==> src/rtl/instr_encoder_loader.sv <==
// Instruction encoder/loader: packs symbolic instruction requests into
// MIPS-subset words and writes them sequentially into instruction memory,
// starting at a base address latched when a load session begins.
module instr_encoder_loader #(
    parameter int ADDR_W    = 8,
    parameter int MAX_WORDS = 256
) (
    input  logic              clk_i,
    input  logic              rst_n_i,
    input  logic              start_i,
    input  logic [ADDR_W-1:0] base_addr_i,
    input  logic              finish_i,
    input  logic              in_valid_i,
    output logic              in_ready_o,
    input  logic [3:0]        op_sel_i,
    input  logic [4:0]        rs_i,
    input  logic [4:0]        rt_i,
    input  logic [4:0]        rd_i,
    input  logic [4:0]        shamt_i,
    input  logic [15:0]       imm_i,
    input  logic [25:0]       target_i,
    output logic              imem_we_o,
    output logic [ADDR_W-1:0] imem_addr_o,
    output logic [31:0]       imem_wdata_o,
    output logic              busy_o,
    output logic              done_o,
    output logic              full_o,
    output logic              err_o,
    output logic [ADDR_W:0]   word_count_o
);

    typedef enum logic [1:0] {S_IDLE, S_ACTIVE, S_DONE} state_t;

    localparam logic [ADDR_W:0] MAX_C = (ADDR_W+1)'(MAX_WORDS);

    state_t            state_q;
    logic [ADDR_W-1:0] base_q;
    logic [ADDR_W:0]   count_q;
    logic              err_q, full_q, done_q, we_q;
    logic [ADDR_W-1:0] addr_q;
    logic [31:0]       wdata_q;

    logic [31:0]       wdata_d;
    logic [ADDR_W:0]   count_inc;
    logic              accept, op_ok, cap_hit;

    assign in_ready_o = (state_q == S_ACTIVE) && (count_q < MAX_C);
    assign accept     = in_valid_i && in_ready_o;
    assign op_ok      = (op_sel_i < 4'd14);
    assign count_inc  = count_q + 1'b1;
    // Capacity is only consumed by words that are actually written.
    assign cap_hit    = accept && op_ok && (count_inc == MAX_C);

    // Field packing; fields an op does not use are forced to zero.
    always_comb begin
        wdata_d = 32'h0;
        case (op_sel_i)
            4'd0:  wdata_d = {6'b000000, rs_i, rt_i, rd_i, 5'd0, 6'b100000};
            4'd1:  wdata_d = {6'b000000, rs_i, rt_i, rd_i, 5'd0, 6'b100010};
            4'd2:  wdata_d = {6'b000000, rs_i, rt_i, rd_i, 5'd0, 6'b100100};
            4'd3:  wdata_d = {6'b000000, rs_i, rt_i, rd_i, 5'd0, 6'b100101};
            4'd4:  wdata_d = {6'b000000, rs_i, rt_i, rd_i, 5'd0, 6'b100110};
            4'd5:  wdata_d = {6'b000000, 5'd0, rt_i, rd_i, shamt_i, 6'b000000};
            4'd6:  wdata_d = {6'b000000, 5'd0, rt_i, rd_i, shamt_i, 6'b000010};
            4'd7:  wdata_d = {6'b000000, rs_i, rt_i, rd_i, 5'd0, 6'b011000};
            4'd8:  wdata_d = {6'b100011, rs_i, rt_i, imm_i};
            4'd9:  wdata_d = {6'b101011, rs_i, rt_i, imm_i};
            4'd10: wdata_d = {6'b000100, rs_i, rt_i, imm_i};
            4'd11: wdata_d = {6'b001000, rs_i, rt_i, imm_i};
            4'd12: wdata_d = {6'b000011, target_i};
            4'd13: wdata_d = {6'b000000, rs_i, 15'd0, 6'b001000};
            default: wdata_d = 32'h0;
        endcase
    end

    // Session FSM plus registered write port and status.
    always_ff @(posedge clk_i) begin
        if (!rst_n_i) begin
            state_q <= S_IDLE;
            base_q  <= '0;
            count_q <= '0;
            err_q   <= 1'b0;
            full_q  <= 1'b0;
            done_q  <= 1'b0;
            we_q    <= 1'b0;
            addr_q  <= '0;
            wdata_q <= 32'h0;
        end else begin
            we_q    <= 1'b0;
            addr_q  <= '0;
            wdata_q <= 32'h0;
            done_q  <= 1'b0;
            case (state_q)
                S_IDLE, S_DONE: begin
                    if (start_i) begin
                        state_q <= S_ACTIVE;
                        base_q  <= base_addr_i;
                        count_q <= '0;
                        err_q   <= 1'b0;
                        full_q  <= 1'b0;
                    end
                end
                S_ACTIVE: begin
                    if (accept && op_ok) begin
                        we_q    <= 1'b1;
                        addr_q  <= base_q + count_q[ADDR_W-1:0];
                        wdata_q <= wdata_d;
                        count_q <= count_inc;
                    end
                    if (accept && !op_ok)
                        err_q <= 1'b1;
                    if (cap_hit || finish_i) begin
                        state_q <= S_DONE;
                        done_q  <= 1'b1;
                        full_q  <= cap_hit;
                    end
                end
                default: state_q <= S_IDLE;
            endcase
        end
    end

    assign imem_we_o    = we_q;
    assign imem_addr_o  = addr_q;
    assign imem_wdata_o = wdata_q;
    assign busy_o       = (state_q == S_ACTIVE);
    assign done_o       = done_q;
    assign full_o       = full_q;
    assign err_o        = err_q;
    assign word_count_o = count_q;

endmodule

==> config.mk <==
export PLATFORM = sky130hd
export DESIGN_NAME = instr_encoder_loader
export DESIGN_NICKNAME = d
export VERILOG_FILES = /design/src/rtl/instr_encoder_loader.sv
export SDC_FILE = /design/constraint.sdc
export NUM_CORES = 1
export LEC_CHECK = 0
export CORE_AREA = 2 2 86 88
export DETAILED_ROUTE_END_ITERATION = 8
export DIE_AREA = 0 0 88 90
export PLACE_DENSITY = 0.78
export SYNTH_ARGS = -nofsm -noshare
export SYNTH_HDL_FRONTEND = slang
export SYNTH_SLANG_ARGS = --single-unit
export TNS_END_PERCENT = 100
==> constraint.sdc <==
create_clock -name clk_i -period 2 [get_ports clk_i]
set_input_delay 0.3 -clock clk_i [delete_from_list [all_inputs] [get_ports clk_i]]
set_output_delay 0.3 -clock clk_i [all_outputs]
set_load 0.05 [all_outputs]
==> results of run 1 <==
==> cell usage after synthesis, types with 4 or more instances <==
cell / number / area, um2
buf_2: 9 / 45.04
clkbuf_1: 6 / 22.52
nor3_1: 8 / 40.04
nand4_1: 4 / 25.02
a311oi_1: 6 / 52.55
dfxtp_1: 61 / 1221
nor2_1: 32 / 120.1
a21oi_1: 24 / 120.1
nand3_1: 12 / 60.06
nand2b_1: 11 / 68.82
nand2_1: 30 / 112.6
mux2i_1: 4 / 40.04
inv_1: 8 / 30.03
nor4_1: 6 / 37.54
a22oi_1: 6 / 45.04
o21ai_0: 12 / 60.06
a22o_1: 5 / 43.79
ha_1: 8 / 100.1
a222oi_1: 5 / 50.05
and3_1: 8 / 50.05
==> per-stage QoR <==
step                setup WS (ps)  power [mW]  hold WS (ps)  utilization
finish                      107.5       2.809         458.9       0.6295
global route                66.92       2.921         478.3       0.6295
CTS                         15.27       2.825         460.5       0.6281
detailed placement          32.31       1.723         451.7       0.5999
global placement            61.56       1.718         448.7       0.5999
floorplan                   114.2       1.481         425.5            -
==> cells by family after synthesis <==
kind of cell               count (synthesis)
DFF                                       61
muxes                                      5
buffers and inverters                     26
xor gates and xnor gates                   3
AOI/OAI and AO/OA                         78
and+or+nand+nor                          126
other                                      1
adders and majority gates                  9
==> state kept, by name (all words and copies together), names as in the netlist <==
register / cells
word_count_o: 9
base_q: 8
err_o: 1
imem_wdata_o: 30
imem_we_o: 1
done_o: 1
state_q: 2
full_o: 1
imem_addr_o: 8
==> power groups by stage <==
stage / combinational (mW) / clock (mW) / sequential [mW]
final: 0.447 / 1.11 / 1.25
after global routing: 0.483 / 1.19 / 1.25
after CTS: 0.448 / 1.13 / 1.25
after detailed placement: 0.445 / 0 / 1.28
after global placement: 0.440 / 0 / 1.28
after floorplan: 0.165 / 0 / 1.32
==> cell type report <==
class | instances | area share
Timing Repair Buffer | 151 | 0.3310
Multi-Input combinational cell | 222 | 0.3126
Clock buffer | 10 | 0.03114
Clock inverter | 6 | 0.01387
Inverter | 8 | 0.006795
Tap cell | 99 | 0.02803
Sequential cell | 61 | 0.2766
==> routing by layer <==
layer | global-route usage | up-vias
met2 | 0.3611 | 129
met3 | 0.05693 | 11
met5 | 0 | -
met1 | 0.2600 | 1335
li1 | - | 1408
met4 | 0.08846 | 0
==> how the worst min path moves through the flow <==
stage | endpoint | from | slack (ps)
after floorplan | imem_wdata_o[21]$_SDFF_PN0_ | rs_i[0] | 430
after global placement | base_q[2]$_SDFFE_PN0P_ | base_q[2]$_SDFFE_PN0P_ | 450
after detailed placement | base_q[4]$_SDFFE_PN0P_ | base_q[4]$_SDFFE_PN0P_ | 450
after CTS | base_q[4]$_SDFFE_PN0P_ | base_q[4]$_SDFFE_PN0P_ | 460
after global routing | base_q[4]$_SDFFE_PN0P_ | base_q[4]$_SDFFE_PN0P_ | 480
final | base_q[4]$_SDFFE_PN0P_ | base_q[4]$_SDFFE_PN0P_ | 460
==> repair_timing <==
| item | CTS | global route |
|---|---|---|
| setup endpoints to repair | 1 | 4 |
| resized for setup | 1 | 4 |
| hold buffers | 0 | 0 |
==> flow_metrics.env, run 1 <==
export IMPL_status="completed"
export IMPL_antenna_left=0
export IMPL_synth_area_per_cell_um2=8.799
export IMPL_antenna_found_initial=0
export IMPL_synth_main_ff_cell="dfxtp_1"
export IMPL_rows=31
export IMPL_swShare=0.2587
export IMPL_drive_gt1_frac=0.1070
export IMPL_multi_input_area_um2=1381
export IMPL_p_switching_uw=726.6
export IMPL_die_h_um=90
export IMPL_timing_rr_end="imem_addr_o[6]$_SDFF_PN0_"
export IMPL_drv_slew=0
export IMPL_fin_cells=557
export IMPL_diodes=0
export IMPL_grt_pass1_wl_um=13280
export IMPL_cts_tree="built"
export IMPL_synthArstFlopShare=0
export IMPL_stdcell_area_um2=4419
export IMPL_cp_startpoint="word_count_o[0]$_SDFFE_PN0P_"
export IMPL_whs_path_depth=2
export IMPL_path_clk_slew_ps=70
export IMPL_final_common_cell="clkdlybuf4s50_1"
export IMPL_wl_met3_um=643
export IMPL_internal_power_mw=2.082
export IMPL_rr_worst_depth=7
export IMPL_synth_simple_gate_area_frac=0.2347
export IMPL_start_kind="flip-flop"
export IMPL_critPathRequiredTime_ps=1700
export IMPL_p_clk_frac=0.396
export IMPL_hold_viol=0
export IMPL_cts_sinks=61
export IMPL_io_buffers=132
export IMPL_synth_edff_count=0
export IMPL_setup_worst_path_class="reg2out"
export IMPL_cts_setup_buffers=0
export IMPL_crit_family="buffers and inverters"
export IMPL_ys_seq_area_frac=0.4491
export IMPL_vias=2883
export IMPL_rrSetupSlack_ps=210
export IMPL_setup_worst_path_end_class="output pin"
export IMPL_synth_area_um2=2719
export IMPL_cp_num_cells=1
export IMPL_placed_cell_area_um2=4212
export IMPL_critical_path_buf_inv_count=1
export IMPL_fillers=621
export IMPL_cts_buffer_depth=2
export IMPL_regToRegStartpoint="word_count_o[0]$_SDFFE_PN0P_"
export IMPL_synthAdderAreaFrac=0.04418
export IMPL_hold_path_class="reg2reg"
export IMPL_synth_seq_cells=61
export IMPL_core_um2=7020
export IMPL_cts_htree_levels=3
export IMPL_cp_endpoint="word_count_o[0]"
export IMPL_pwr_share_comb=0.159
export IMPL_fmax_ghz=0.5284
export IMPL_die_w_um=88
export IMPL_critical_path_arrival_ps=1590
export IMPL_syn_nets=397
export IMPL_yosysUniqueCellTypes=50
export IMPL_synth_top_family_by_area="simple AND/OR/NAND/NOR gates"
export IMPL_top_layer="met4"
export IMPL_cts_buffers=9
export IMPL_pwr_share_seq=0.445
export IMPL_gp_congestion=0.8661
export IMPL_dp_hpwl_um=6418
export IMPL_worstSkewPairLatency_ps=340
export IMPL_start_util=0.3873
export IMPL_first_iter_violations=74
export IMPL_via_per_inst=5.176
export IMPL_min_period_ps=1892
export IMPL_cp_cell_sequence="clkdlybuf4s50_1"
export IMPL_timing_final_crit_share=0.9462
export IMPL_powerDensity_nw_per_um2=635.6
export IMPL_dp_cells=541
export IMPL_areaGrowthSynthToFinish_pct=62.54
export IMPL_crit_path_max_incr_delay_ps=830
export IMPL_grt_total_usage=0.2166
export IMPL_drt_pre_antenna_iters=4
export IMPL_leakage_nw=1.807
export IMPL_wl_met2_um=4029
export IMPL_syn_inst=309
export IMPL_cpMaxStageDelayCell="clkdlybuf4s50_1"
export IMPL_drt_met1_wl_um=3619
export IMPL_ir_drop_mv=0.3628
export IMPL_first_global_vias=2756
export IMPL_final_cell_mix="clkdlybuf4s50_1, dfxtp_1, nor2_1"
export IMPL_yosysWarningCount=0
export IMPL_skew_ps=5.462
export IMPL_drt_total_wl_um=8428
export IMPL_overflow=0
export IMPL_path_max_fanout=7
export IMPL_synth_xor_area_frac=0.009664
export IMPL_tightest_slew_ps=583.4
export IMPL_finalSetupViolations=0
export IMPL_max_cap_violations=0
export IMPL_synth_compound_area_frac=0.1993
export IMPL_maxSlewHeadroom=0.6096
export IMPL_seq_area_um2=1222
export IMPL_synth_area_mux_share=0.01887
export IMPL_rsz0062_at_grt="false"
export IMPL_drc=0
export IMPL_grt_max_degree=16
export IMPL_dieArea_um2=7920
export IMPL_wl_per_cell_um=15.13
export IMPL_io_pins=134
export IMPL_nNetsFinal=541
export IMPL_root_buffer="clkbuf_8"
export IMPL_final_setup_tns_ps=0
Power figures use the tool's default switching activity.
==> run 2: changes to the inputs <==
Clock period 2 ns to 1.8 ns, I/O delays scaled along.
==> flow_metrics.env, run 2 (synthesized netlist as in run 1, its figures left out) <==
export IMPL_status="completed"
export IMPL_cts_tree="built"
export IMPL_drc=0
export IMPL_fin_util=0.6418
export IMPL_dieArea_um2=7920
export IMPL_grt_pass1_wl_um=13410
export IMPL_final_setup_tns_ps=0
export IMPL_worstSkewPairLatency_ps=340
export IMPL_hold_viol=0
export IMPL_antenna_left=0
export IMPL_grt_total_usage=0.2162
export IMPL_rows=31
export IMPL_tightest_slew_ps=522.7
export IMPL_cp_startpoint="imem_wdata_o[1]$_SDFF_PN0_"
export IMPL_io_buffers=132
export IMPL_cts_sinks=61
export IMPL_gp_congestion=0.9064
export IMPL_start_kind="flip-flop"
export IMPL_timing_final_crit_share=0.9706
export IMPL_root_buffer="clkbuf_8"
export IMPL_nNetsFinal=550
export IMPL_place_ws_ps=-132.7
export IMPL_path_max_fanout=1
export IMPL_regToRegStartpoint="word_count_o[0]$_SDFFE_PN0P_"
export IMPL_whs_path_depth=2
export IMPL_grtUsageMet3=0.04775
export IMPL_critical_path_buf_inv_count=1
export IMPL_drive_gt1_frac=0.1520
export IMPL_areaGrowthSynthToFinish_pct=65.72
export IMPL_ir_drop_mv=0.3755
export IMPL_dp_hpwl_um=6386
export IMPL_cts_htree_levels=3
export IMPL_skew_ps=6.737
export IMPL_cts_buffer_depth=2
export IMPL_maxSlewHeadroom=0.6504
export IMPL_largest_register_ffs=30
export IMPL_powerDensity_nw_per_um2=709.4
export IMPL_cp_cell_sequence="clkdlybuf4s50_1"
export IMPL_cts_buffers=9
export IMPL_io_pins=134
export IMPL_critPathRequiredTime_ps=1530
export IMPL_seq_area_um2=1225
export IMPL_grtUsageMet2=0.3775
export IMPL_finalSetupViolations=0
export IMPL_final_common_cell="clkdlybuf4s50_1"
export IMPL_drv_slew=0
export IMPL_antenna_found_initial=0
export IMPL_global_route_usage_met1=0.2444
export IMPL_max_cap_violations=0
export IMPL_cpMaxStageDelayCell="clkdlybuf4s50_1"
export IMPL_fmax_ghz=0.5724
export IMPL_cp_num_cells=1
export IMPL_stdcell_area_um2=4506
export IMPL_setup_worst_path_class="reg2out"
export IMPL_min_period_ps=1747
export IMPL_wl_per_cell_um=15.14
export IMPL_cts_setup_buffers=0
export IMPL_via_per_inst=5.101
export IMPL_hold_path_class="reg2reg"
export IMPL_overflow=0
export IMPL_critical_path_arrival_ps=1480
export IMPL_core_um2=7020
export IMPL_first_global_vias=2902
export IMPL_die_w_um=88
export IMPL_setup_ws_ps=52.89
export IMPL_die_h_um=90
export IMPL_crit_family="buffers and inverters"
export IMPL_path_clk_slew_ps=70
export IMPL_setup_worst_path_end_class="output pin"
export IMPL_grt_max_degree=21
export IMPL_diodes=0
export IMPL_start_util=0.3873
export IMPL_crit_path_max_incr_delay_ps=820
export IMPL_grt_busiest_layer="met2"
export IMPL_multi_input_area_um2=1384
export IMPL_drt_pre_antenna_iters=5
export IMPL_final_cell_mix="clkdlybuf4s50_1, dfxtp_1, buf_4"
export IMPL_leakage_nw=1.811
export IMPL_drt_total_wl_um=8569
export IMPL_hp_start="base_q[6]$_SDFFE_PN0P_"
export IMPL_first_iter_violations=77
export IMPL_rr_worst_depth=7
export IMPL_vias=2887
export IMPL_fillers=586
export IMPL_placed_cell_area_um2=4292
-- run 2: cell count changes in the layout (fill, tap and decap cells not counted), sizes merged --
cell,change
clkdlybuf4s50,-6
buf,+20
clkbuf,+3
dlymetal6s2s,-4
inv,-1
dlygate4sd2,-1
clkinv,-2
-- run 2: routing by layer --
layer / vias up / share of wire
met3: 18 / 0.080
li1: 1422 / -
met4: 0 / 0.023
met1: 1328 / 0.41
met5: - / 0
met2: 119 / 0.49
-- run 2: final timing paths --
path | endpoint | slack (ps)
setup reg to reg | imem_addr_o[6]$_SDFF_PN0_ | 70
hold / removal | base_q[6]$_SDFFE_PN0P_ | 460
setup / recovery | imem_wdata_o[1] | 50
hold reg to reg | base_q[6]$_SDFFE_PN0P_ | 460
-- run 2: area by class of cell --
class,instances,area share
Clock inverter,3,0.009442
Inverter,8,0.006665
Tap cell,99,0.02749
Sequential cell,61,0.2719
Multi-Input combinational cell,222,0.3071
Timing Repair Buffer,160,0.3399
Clock buffer,13,0.03749
-- run 2: report_power, final --
part | switching, mW | internal, mW | total [mW]
registers | 0.0134 | 1.38 | 1.39
clock network | 0.528 | 0.751 | 1.28
logic | 0.242 | 0.286 | 0.528
-- run 2: stage by stage --
step	std cells	power, mW	hold WS (ps)
floorplan	309	1.645	395.5
global placement	550	1.935	447.5
detailed placement	550	1.941	453.7
CTS	566	3.208	463.2
global route	566	3.303	479.8
finish	566	3.196	459.9
-- run 2: repair_timing --
item                                    in CTS  in global routing
gates resized for setup                      0                  1
hold buffers                                 0                  0
endpoints found under the setup margin       0                  1
==> run 3: changes to the inputs <==
Settings changed: HOLD_SLACK_MARGIN from default to 0.03, MAX_ROUTING_LAYER from default to met4.
==> flow_metrics.env, run 3 (synthesized netlist as in run 1, its figures left out) <==
export IMPL_drc=0
export IMPL_final_common_cell="clkdlybuf4s50_1"
export IMPL_pwr_share_comb=0.166
export IMPL_path_max_fanout=1
export IMPL_cts_buffers=9
export IMPL_io_pins=134
export IMPL_setup_worst_path_class="reg2out"
export IMPL_final_setup_tns_ps=0
export IMPL_start_util=0.3873
export IMPL_vias=2921
export IMPL_first_iter_violations=85
export IMPL_cts_hold_buf=0
export IMPL_start_kind="flip-flop"
export IMPL_drt_pre_antenna_iters=4
export IMPL_gp_congestion=0.9220
export IMPL_fin_cells=566
export IMPL_root_buffer="clkbuf_8"
export IMPL_crit_path_max_incr_delay_ps=820
export IMPL_diodes=0
export IMPL_antenna_left=0
export IMPL_finalSetupViolations=0
export IMPL_maxSlewHeadroom=0.6505
export IMPL_overflow=0
export IMPL_cts_resized=0
export IMPL_nNetsFinal=550
export IMPL_max_cap_violations=0
export IMPL_hold_viol=0
export IMPL_internal_power_mw=2.413
export IMPL_critical_path_arrival_ps=1470
export IMPL_drive_gt1_frac=0.1520
export IMPL_crit_family="buffers and inverters"
export IMPL_tightest_slew_ps=522.7
export IMPL_critical_path_buf_inv_count=1
export IMPL_ir_drop_mv=0.3657
export IMPL_final_cell_mix="clkdlybuf4s50_1, dfxtp_1, buf_4"
export IMPL_fin_util=0.6418
export IMPL_p_clk_frac=0.399
export IMPL_die_w_um=88
export IMPL_drt_total_wl_um=8617
export IMPL_cts_sinks=61
export IMPL_cpMaxStageDelayCell="clkdlybuf4s50_1"
export IMPL_worstSkewPairLatency_ps=330
export IMPL_critPathRequiredTime_ps=1530
export IMPL_leakage_nw=1.811
export IMPL_areaGrowthSynthToFinish_pct=65.72
export IMPL_hold_path_class="reg2reg"
export IMPL_powerDensity_nw_per_um2=708.4
export IMPL_via_per_inst=5.161
export IMPL_wl_per_cell_um=15.22
export IMPL_cts_tree="built"
export IMPL_skew_ps=7.357
export IMPL_timing_final_crit_share=0.9651
export IMPL_dp_cells=550
export IMPL_cts_setup_buffers=0
export IMPL_setup_worst_path_end_class="output pin"
export IMPL_dp_hpwl_um=6386
export IMPL_rows=31
export IMPL_io_buffers=132
export IMPL_antenna_found_initial=0
export IMPL_p_switching_uw=778.4
export IMPL_min_period_ps=1737
export IMPL_grt_total_usage=0.2231
export IMPL_cts_buffer_depth=2
export IMPL_path_clk_slew_ps=70
export IMPL_dieArea_um2=7920
export IMPL_cp_cell_sequence="clkdlybuf4s50_1"
export IMPL_drv_slew=0
export IMPL_pwr_share_seq=0.435
export IMPL_grt_pass1_wl_um=13460
export IMPL_grt_max_degree=21
export IMPL_fmax_ghz=0.5757
export IMPL_cts_htree_levels=3
export IMPL_swShare=0.2439
export IMPL_first_global_vias=2899
export IMPL_largest_register_ffs=30
export IMPL_die_h_um=90
export IMPL_status="completed"
export IMPL_core_um2=7020
run 3: worst reg2reg max path, stage by stage (launching register included):
cell and delay, ps:
dfxtp_2 390, ha_1 220, inv_1 70, fa_1 400, nor2b_2 170, o31a_1 160, o22ai_1 90, mux2i_1 120
run 3: stage by stage:
step | worst slack [ps] | total power [mW] | cell area, um2 | hold WS (ps)
final | 62.90 | 3.192 | 4506 | 459.9
after global routing | -16.22 | 3.306 | 4506 | 479.8
after CTS | 46.34 | 3.208 | 4503 | 463.2
after detailed placement | -132.7 | 1.941 | 4292 | 453.7
after global placement | -71.80 | 1.935 | 4292 | 447.5
after floorplan | 14.01 | 1.645 | 2723 | 395.5
run 3: cell type report:
cell class,instances,area (um2)
Fill cell,586,2515
Timing Repair Buffer,160,1531
Multi-Input combinational cell,222,1384
Sequential cell,61,1225
Clock buffer,13,168.9
Tap cell,99,123.9
Clock inverter,3,42.54
Inverter,8,30.03
run 3: power by group through the flow:
| stage | Clock, mW | Combinational, mW | Sequential (mW) |
|---|---|---|---|
| 6_report | 1.27 | 0.529 | 1.39 |
| 5_1_grt | 1.35 | 0.568 | 1.39 |
| 4_1_cts | 1.29 | 0.527 | 1.39 |
| 3_5_place_dp | 0 | 0.521 | 1.42 |
| 3_3_place_gp | 0 | 0.516 | 1.42 |
| 2_1_floorplan | 0 | 0.183 | 1.46 |
run 3: per-layer routing:
metal,part of all wire,wire (um),vias to the layer above,GRT usage
met5,0,0,-,-
met4,0.021,185,0,0.1000
met3,0.076,651,22,0.04683
met2,0.49,4208,125,0.3769
met1,0.41,3571,1353,0.2484
li1,-,-,1421,-
run 3: worst paths after layout:
path	start	endpoint	slack (ps)	depth (start not counted)
max	imem_wdata_o[1]$_SDFF_PN0_	imem_wdata_o[1]	60	1
min	base_q[6]$_SDFFE_PN0P_	base_q[6]$_SDFFE_PN0P_	460	2
max reg2reg	word_count_o[0]$_SDFFE_PN0P_	imem_addr_o[6]$_SDFF_PN0_	70	7
min reg2reg	base_q[6]$_SDFFE_PN0P_	base_q[6]$_SDFFE_PN0P_	460	2
